`src/rtl/inst_sequencer.sv`:
```
// Clocked multi-channel instruction sequencer: decodes SPI instruction strobes into
// fixed-width per-channel pulses and manages sampling-clock enables with a delayed trigger stop.
module inst_sequencer #(
    parameter int unsigned NUM_CH    = 8,
    parameter int unsigned INST_W    = 3,
    parameter int unsigned PULSE_LEN = 4,
    parameter int unsigned DLY_W     = 8
) (
    input  logic              clk,
    input  logic              rstn,
    input  logic              inst_valid,
    input  logic [INST_W-1:0] inst_code,
    input  logic [NUM_CH-1:0] inst_mask,
    input  logic [DLY_W-1:0]  stop_delay,
    input  logic              inst_stop,
    output logic [NUM_CH-1:0] inst_rst,
    output logic [NUM_CH-1:0] inst_readout,
    output logic [NUM_CH-1:0] inst_start,
    output logic [NUM_CH-1:0] clk_enable,
    output logic              busy,
    output logic              inst_err
);

    localparam int unsigned PL_W = $clog2(PULSE_LEN + 1);

    localparam logic [INST_W-1:0] C_NOP     = INST_W'(0);
    localparam logic [INST_W-1:0] C_RESET   = INST_W'(1);
    localparam logic [INST_W-1:0] C_READOUT = INST_W'(2);
    localparam logic [INST_W-1:0] C_START   = INST_W'(3);
    localparam logic [INST_W-1:0] C_STOP    = INST_W'(4);

    typedef enum logic {
        S_IDLE  = 1'b0,
        S_PULSE = 1'b1
    } state_t;

    state_t            r_state, w_state_nxt;
    logic [PL_W-1:0]   r_plen, w_plen_nxt;
    logic [INST_W-1:0] r_code, w_code_nxt;
    logic [NUM_CH-1:0] r_mask, w_mask_nxt;
    logic              w_acc, w_rej, w_busy_nxt;
    logic [NUM_CH-1:0] w_rst_nxt, w_rd_nxt, w_st_nxt;

    logic              r_sync1, r_sync2, r_sync3;
    logic              r_pend, w_pend_nxt;
    logic [DLY_W-1:0]  r_cnt, w_cnt_nxt;
    logic              w_edge, w_load, w_expire, w_start;
    logic [NUM_CH-1:0] w_set, w_clr, w_en_nxt;

    // Instruction decode, pulse timing and registered output values
    always_comb begin
        w_state_nxt = r_state;
        w_plen_nxt  = r_plen;
        w_code_nxt  = r_code;
        w_mask_nxt  = r_mask;
        w_acc       = 1'b0;
        w_rej       = 1'b0;
        case (r_state)
            S_IDLE: begin
                if (inst_valid && (inst_code != C_NOP)) begin
                    if ((inst_code > C_STOP) || (inst_mask == '0) ||
                        ((inst_code == C_READOUT) && (|(inst_mask & clk_enable)))) begin
                        w_rej = 1'b1;
                    end else begin
                        w_acc       = 1'b1;
                        w_state_nxt = S_PULSE;
                        w_plen_nxt  = PL_W'(PULSE_LEN - 1);
                        w_code_nxt  = inst_code;
                        w_mask_nxt  = inst_mask;
                    end
                end
            end
            S_PULSE: begin
                w_rej = inst_valid;
                if (r_plen == '0) begin
                    w_state_nxt = S_IDLE;
                end else begin
                    w_plen_nxt = r_plen - PL_W'(1);
                end
            end
            default: w_state_nxt = S_IDLE;
        endcase
        w_busy_nxt = (w_state_nxt == S_PULSE);
        w_rst_nxt  = (w_busy_nxt && (w_code_nxt == C_RESET))   ? w_mask_nxt : '0;
        w_rd_nxt   = (w_busy_nxt && (w_code_nxt == C_READOUT)) ? w_mask_nxt : '0;
        w_st_nxt   = (w_busy_nxt && (w_code_nxt == C_START))   ? w_mask_nxt : '0;
    end

    // Trigger countdown and clock-enable update; START set wins over any clear
    always_comb begin
        w_edge     = r_sync2 & ~r_sync3;
        w_load     = w_edge && (|clk_enable) && !r_pend;
        w_expire   = (w_load && (stop_delay == '0)) || (r_pend && (r_cnt == DLY_W'(1)));
        w_start    = w_acc && (inst_code == C_START);
        w_pend_nxt = r_pend;
        w_cnt_nxt  = r_cnt;
        if (w_start) begin
            w_pend_nxt = 1'b0;
        end else if (r_pend) begin
            if (r_cnt == DLY_W'(1)) begin
                w_pend_nxt = 1'b0;
            end else begin
                w_cnt_nxt = r_cnt - DLY_W'(1);
            end
        end else if (w_load && (stop_delay != '0)) begin
            w_pend_nxt = 1'b1;
            w_cnt_nxt  = stop_delay;
        end
        w_set = w_start ? inst_mask : '0;
        if (w_expire) begin
            w_clr = '1;
        end else if (w_acc && ((inst_code == C_STOP) || (inst_code == C_RESET))) begin
            w_clr = inst_mask;
        end else begin
            w_clr = '0;
        end
        w_en_nxt = (clk_enable & ~w_clr) | w_set;
    end

    always_ff @(posedge clk or negedge rstn) begin
        if (!rstn) begin
            r_state      <= S_IDLE;
            r_plen       <= '0;
            r_code       <= '0;
            r_mask       <= '0;
            r_sync1      <= 1'b0;
            r_sync2      <= 1'b0;
            r_sync3      <= 1'b0;
            r_pend       <= 1'b0;
            r_cnt        <= '0;
            inst_rst     <= '0;
            inst_readout <= '0;
            inst_start   <= '0;
            clk_enable   <= '0;
            busy         <= 1'b0;
            inst_err     <= 1'b0;
        end else begin
            r_state      <= w_state_nxt;
            r_plen       <= w_plen_nxt;
            r_code       <= w_code_nxt;
            r_mask       <= w_mask_nxt;
            r_sync1      <= inst_stop;
            r_sync2      <= r_sync1;
            r_sync3      <= r_sync2;
            r_pend       <= w_pend_nxt;
            r_cnt        <= w_cnt_nxt;
            inst_rst     <= w_rst_nxt;
            inst_readout <= w_rd_nxt;
            inst_start   <= w_st_nxt;
            clk_enable   <= w_en_nxt;
            busy         <= w_busy_nxt;
            inst_err     <= w_rej;
        end
    end

endmodule

```
`config.mk`:
```
export PLATFORM = sky130hd
export DESIGN_NAME = inst_sequencer
export DESIGN_NICKNAME = d
export VERILOG_FILES = /design/src/rtl/inst_sequencer.sv
export SDC_FILE = /design/constraint.sdc
export NUM_CORES = 1
export LEC_CHECK = 0
export BUFFER_PORTS_ARGS = -buffer_cell sky130_fd_sc_hd__buf_2
export CAP_MARGIN = 10
export CORE_UTILIZATION = 51
export CTS_BUF_LIST = sky130_fd_sc_hd__clkbuf_8
export CTS_CLUSTER_DIAMETER = 80
export DETAILED_ROUTE_END_ITERATION = 12
export GPL_TIMING_DRIVEN = 0
export PLACE_DENSITY_LB_ADDON = 0.1
export SLEW_MARGIN = 30
export SYNTH_ARGS = -nofsm -noshare
export SYNTH_HDL_FRONTEND = slang
export SYNTH_SLANG_ARGS = --single-unit
export TNS_END_PERCENT = 50
```
`constraint.sdc`:
```
create_clock -name clk -period 1.9 [get_ports clk]
set_input_delay 0.285 -clock clk [delete_from_list [all_inputs] [get_ports clk]]
set_output_delay 0.285 -clock clk [all_outputs]
set_load 0.02 [all_outputs]
```
# --- Yosys cells after proc, flatten, opt, wreduce, memory -nomap -nowiden ---
# Cells that the tools add are included.
word_totals:
  ff_bits: 60
  in_bits: 23
classes:
  bitwise_logic: 8
  addsub: 2
  n_lt_le_gt_ge: 1
  n_reduce_logical: 27
  eq_ne: 12
  muxes: 31
ops:
  columns: ["operator", "n"]
  rows:
  - ["$mux 8", 12]
  - ["$mux 3", 6]
  - ["$and 8x8->8", 2]
  - ["$logic_not 8->1", 2]
  - ["$reduce_or 8->1", 2]
  - ["$eq 3x2->1 const B", 4]
  - ["$logic_and 1x1->1", 12]
  - ["$mux 1", 10]
  - ["$eq 8x1->1 const B", 1]
  - ["$ne 2x2->1 const B", 4]
  - ["$not 8->8", 1]
  - ["$or 8x8->8", 1]
  - ["$reduce_bool 8->1", 1]
  - ["$sub 8x1->8 const B", 1]
  - ["$eq 3x1->1 const B", 2]
  - ["$pmux 3 s2", 1]
  - ["$reduce_and 3->1", 2]
  - ["$logic_or 1x1->1", 4]
  - ["$pmux 1 s2", 2]
  - ["$eq 3x3->1 const B", 1]
  - ["$gt 3x3->1 const B", 1]
  - ["$logic_not 3->1", 1]
  - ["$not 1->1", 3]
  - ["$reduce_bool 3->1", 1]
  - ["4 further kinds", 4]

# --- Depth between registers and ports, before layout ---
logic_depth:
  ltp_word: 13
  depth_mapped: 8
  depth_no_buf: 7

# --- Least setup slack after synthesis ---
# Ideal clock, no wire load.
synth_path:
  path_kind: "register to register"
  start: "register clk_enable[0]"
  end: "register r_cnt[7]"
  setup_time_ns: 0.124
  arrival_ns: 1.774
  stages_incl_launch_ff: 6
  setup_slack_ns: 0.002
  period_less_slack_ns: 1.898
  path_cell_list: "dfrtp_1 > nor4_1 > a2111oi_2 > a21oi_1 > or2_4 > a211o_1"
synth_via:
  elab_chain_cells: 10
  elab_cells_between_ends: 15
  classes_between: "3 x mux; 2 x bitwise; 10 x reduce/logical"
synth_lines:
  columns: ["item", "line_no", "text"]
  rows:
  - ["from (decl)", "19", "output logic [NUM_CH-1:0] clk_enable,"]
  - ["from (signal assigned)", "150", "clk_enable <= w_en_nxt;"]
  - ["$and 8x8->8", "62", "((inst_code == C_READOUT) && (|(inst_mask & clk_enable)))) begin"]
  - ["$reduce_or 8->1", "62", null]
  - ["$logic_and 1x1->1", "62", null]
  - ["$logic_or 1x1->1", "61", "if ((inst_code > C_STOP) || (inst_mask == '0) ||"]
  - ["$mux 1", "61", null]
  - ["$mux 1", "60", "if (inst_valid && (inst_code != C_NOP)) begin"]
  - ["$mux 1", "58", "case (r_state)"]
  - ["$logic_and 1x1->1", "94", "w_start = w_acc && (inst_code == C_START);"]
  - ["$not 1->1 (no line)", null, null]
  - ["$reduce_and 3->1 (no line) (*)", null, null]
  - ["to (signal assigned)", "146", "r_cnt <= w_cnt_nxt;"]
  - ["to (decl)", "46", "logic [DLY_W-1:0] r_cnt, w_cnt_nxt;"]
# Mark *: on every way between the ends. The rest lies on a longest branch, timed or not.
# A chain may end at the register's enable or synchronous reset.

# --- Worst setup path in the final report ---
layout_path:
  start: "register r_state"
  end: "register clk_enable[0]"
layout_via:
  elab_chain_cells: 7
  elab_cells_between_ends: 9
  classes_between: "4 x mux; 3 x bitwise; 2 x reduce/logical"
layout_lines:
  columns: ["item", "line_no", "text"]
  rows:
  - ["from (decl)", "37", "state_t r_state, w_state_nxt;"]
  - ["from (signal assigned)", "138", "r_state <= w_state_nxt;"]
  - ["$mux 1 (*)", "58", null]
  - ["$logic_and 1x1->1", "112", "end else if (w_acc && ((inst_code == C_STOP) || (inst_code == C_RESET))) begin"]
  - ["$mux 8", "112", null]
  - ["$mux 8", "110", "if (w_expire) begin"]
  - ["$not 8->8", "117", "w_en_nxt = (clk_enable & ~w_clr) | w_set;"]
  - ["$and 8x8->8", "117", null]
  - ["$or 8x8->8 (*)", "117", null]
  - ["net w_en_nxt[0]", "48", "logic [NUM_CH-1:0] w_set, w_clr, w_en_nxt;"]
# Mark *: on every way through the listed nets, which the timed path passes. The rest lies on a longest branch.

==> results.sh <==
export IMPL_drv_cap=0
export IMPL_worstPathArrival_ps=2050
export IMPL_numClockSinks=60
export IMPL_viasPerCell=5.52
export IMPL_slew_headroom_pct=51.3
export IMPL_finClkSkew_ps=12.9
export IMPL_ys_types=50
export IMPL_ctsHtreeMaxLevel=3
export IMPL_initial_core_util_pct=53.3
export IMPL_mostFrequentLayoutCell="dfrtp_1"
export IMPL_antenna_found_initial=0
export IMPL_port_buffers=55
export IMPL_gp_congestion=0.846
export IMPL_final_layout_size_suffix_gt1_share_pct=34.3
export IMPL_yosysSeqAreaShare_pct=54.8
export IMPL_grt_overflow_total=0
export IMPL_grt_pass1_vias=1958
export IMPL_fin_tns_setup_ps=0
export IMPL_cp_end_kind="flip-flop"
export IMPL_fillerInstances=441
export IMPL_worst_slew_pin_slew_ps=730
export IMPL_syn_inst=234
export IMPL_setup_violations=0
export IMPL_finalWirelength_mm=6.15
export IMPL_clock_root_buffer="clkbuf_8"
export IMPL_regToRegStartpoint="r_state"
export IMPL_route_detailed_drc=0
export IMPL_wl_per_cell_um=16.1
export IMPL_postRouteAntennaNets=0
export IMPL_utilization_pct=66.5
export IMPL_core_area_mm2=0.00514
export IMPL_grt_use_total_pct=23.8
export IMPL_layout_common_cells="60 x dfrtp_1, 54 x buf_2, 21 x inv_1"
export IMPL_rr_worst_depth=4
export IMPL_min_path_type="primary input to asynchronous set/reset pin"
export IMPL_synth_fp_nets=261
export IMPL_timing_fmax_ghz=0.546
export IMPL_whs_ps=-10.9
export IMPL_p_leak_nw=1.62
export IMPL_powerDensity_mw_per_mm2=1470
export IMPL_worstSkewPairLatency_ps=340
export IMPL_avgSynthCellArea_um2=11.7
export IMPL_ioPinCount=57
export IMPL_areaGrowthSynthToFinish_pct=24.6
export IMPL_dieHeight_um=75.3
export IMPL_clock_path_buffers=2
export IMPL_vdd_drop_max_v=0.000888
export IMPL_die_area_mm2=0.00567
export IMPL_drt_iter0_markers=133
export IMPL_critical_path_required_ps=2120
export IMPL_crit_type="flip-flop to flip-flop"
export IMPL_yosys_register_bits=60
export IMPL_min_period_ps=1830
export IMPL_diodes=0
export IMPL_cts_buffers=9
export IMPL_die_width_um=75.3
export IMPL_grt_max_degree=61
export IMPL_rsz0062_at_grt="yes"
export IMPL_cp_max_fo=8
export IMPL_min_period_over_period_pct=96.4
export IMPL_rows=26
export IMPL_cts_tree="done"
export IMPL_synth_warnings=0
export IMPL_hold_violations=6
export IMPL_syn_area_mm2=0.00274
export IMPL_r2r_end="clk_enable[0]"
export IMPL_r2r_slack_ps=70
export IMPL_violations="negative hold slack"
export IMPL_first_pass_iters=4
export IMPL_vias=2107
export IMPL_grt_pass1_wl_mm=9.67
export IMPL_nNetsFinal=335
export IMPL_critPathLaunchType="flip-flop"
export IMPL_postCtsHoldBufs=0
export IMPL_place_hpwl_mm=4.03
export IMPL_finalMaxSlewViolations=0
export IMPL_status="finished with violations"
export IMPL_path_clk_slew_ps=60
synth_stat cells (all sizes together):
cell     instances  area [um^2]
o21a             2         15.0
o22a             1         8.76
xnor2            3         26.3
nand3            4         20.0
o31a             3         27.5
mux2i           10          100
nor2            14         52.6
ha               4         50.1
o22ai            1         6.26
mux2             3         33.8
o21ai           13         65.1
o311a            1         10.0
a22o            16          143
dfrtp           60         1500
a2bb2oi          2         17.5
a22oi            4         30.0
nand4bb          1         11.3
nor3b            3         27.5
nor2b            3         26.3
a32o             8         80.1
nand2           18         67.6
a31oi            1         6.26
o21bai           1         18.8
nor3             3         15.0
o31ai            2         15.0
a21boi           1         7.51
a211oi           4         42.5
buf              2         22.5
and4             1         11.3
nor4             8         86.3
a211o            1         8.76
nor4b            1         15.0
o311ai           1         8.76
or2              1         8.76
nand3b           1         7.51
inv             20         75.1
a2111oi          1         15.0
a21oi            6         30.0
a41oi            1         8.76
clkbuf           3         12.5
nand2b           1         6.26
flip-flops by register name, summed over array words and instances (netlist names):
register      flops
r_sync1           1
inst_start        8
r_state           1
r_sync3           1
inst_err          1
r_pend            1
inst_rst          8
r_sync2           1
r_cnt             8
clk_enable        8
r_mask            8
inst_readout      8
r_plen            3
r_code            3
routing by layer:
| layer | part of all wire [%] | wire, um | GRT usage, % |
|---|---|---|---|
| met5 | 0 | 0 | 0 |
| met4 | 1.6 | 101 | 10.5 |
| met3 | 6.4 | 395 | 7.28 |
| met2 | 45 | 2770 | 33.7 |
| met1 | 47 | 2890 | 33.9 |
worst max path at each step:
stage                        from       endpoint  slack (ps)  cells past startpoint
floorplan           clk_enable[0]       r_cnt[7]           2                      5
global route              r_state  clk_enable[0]         -60                      4
global placement        r_plen[0]    inst_rst[1]        -460                      7
CTS                     r_plen[0]  inst_start[2]           5                      7
finish                    r_state  clk_enable[0]          70                      4
detailed placement      r_plen[0]    inst_rst[4]        -440                      7
cell families (layout without fill, tap and decap cells):
kind of cell	after synthesis	count (layout)	share of synthesized area [%]
xor+xnor	3	3	0.959
mux	13	13	4.88
compound gates	70	70	20.6
fa+ha+maj	4	4	1.83
buf+inv	25	103	4.02
flops	60	60	54.8
simple gates	59	59	13.0
metrics by stage:
step                      power (W)  setup WS, ps  instances  cell area, um^2
after global routing        0.00535         -56.8        382             3420
after floorplan             0.00326          1.73        234             2740
after global placement      0.00377          -455        359             3100
after detailed placement    0.00381          -445        359             3110
final                       0.00501          69.1        382             3420
after CTS                   0.00485          5.09        378             3330
critical path, stage by stage (launching register included):
cell	delay, ps
dfrtp_1	460
a211oi_1	280
nor3b_2	560
nand2_1	130
a32o_1	280
report_power, final:
part           switching [W]  leakage (nW)  internal (W)
Clock               0.000485        0.0821      0.000452
Combinational        0.00108         0.774      0.000867
Sequential          0.000421         0.766       0.00170
Total                0.00199          1.62       0.00302
timing repair:
action	4_1_cts	5_1_grt
setup buffers	4	4
setup endpoints to repair	33	46
gates resized for setup	5	12
hold endpoints to repair	0	0
pin swaps	4	1
final cells by class:
cell class | instances | area (um^2) | share of cell area, %
buffer | 5 | 38.8 | 1.14
clock buffer | 9 | 124 | 3.63
clock inverter | 6 | 33.8 | 0.989
inverter | 20 | 75.1 | 2.20
multi-input combinational | 149 | 1220 | 35.7
sequential | 60 | 1500 | 43.9
tap | 70 | 87.6 | 2.56
timing repair buffer | 63 | 338 | 9.89
(Power assumes the default switching activity.)
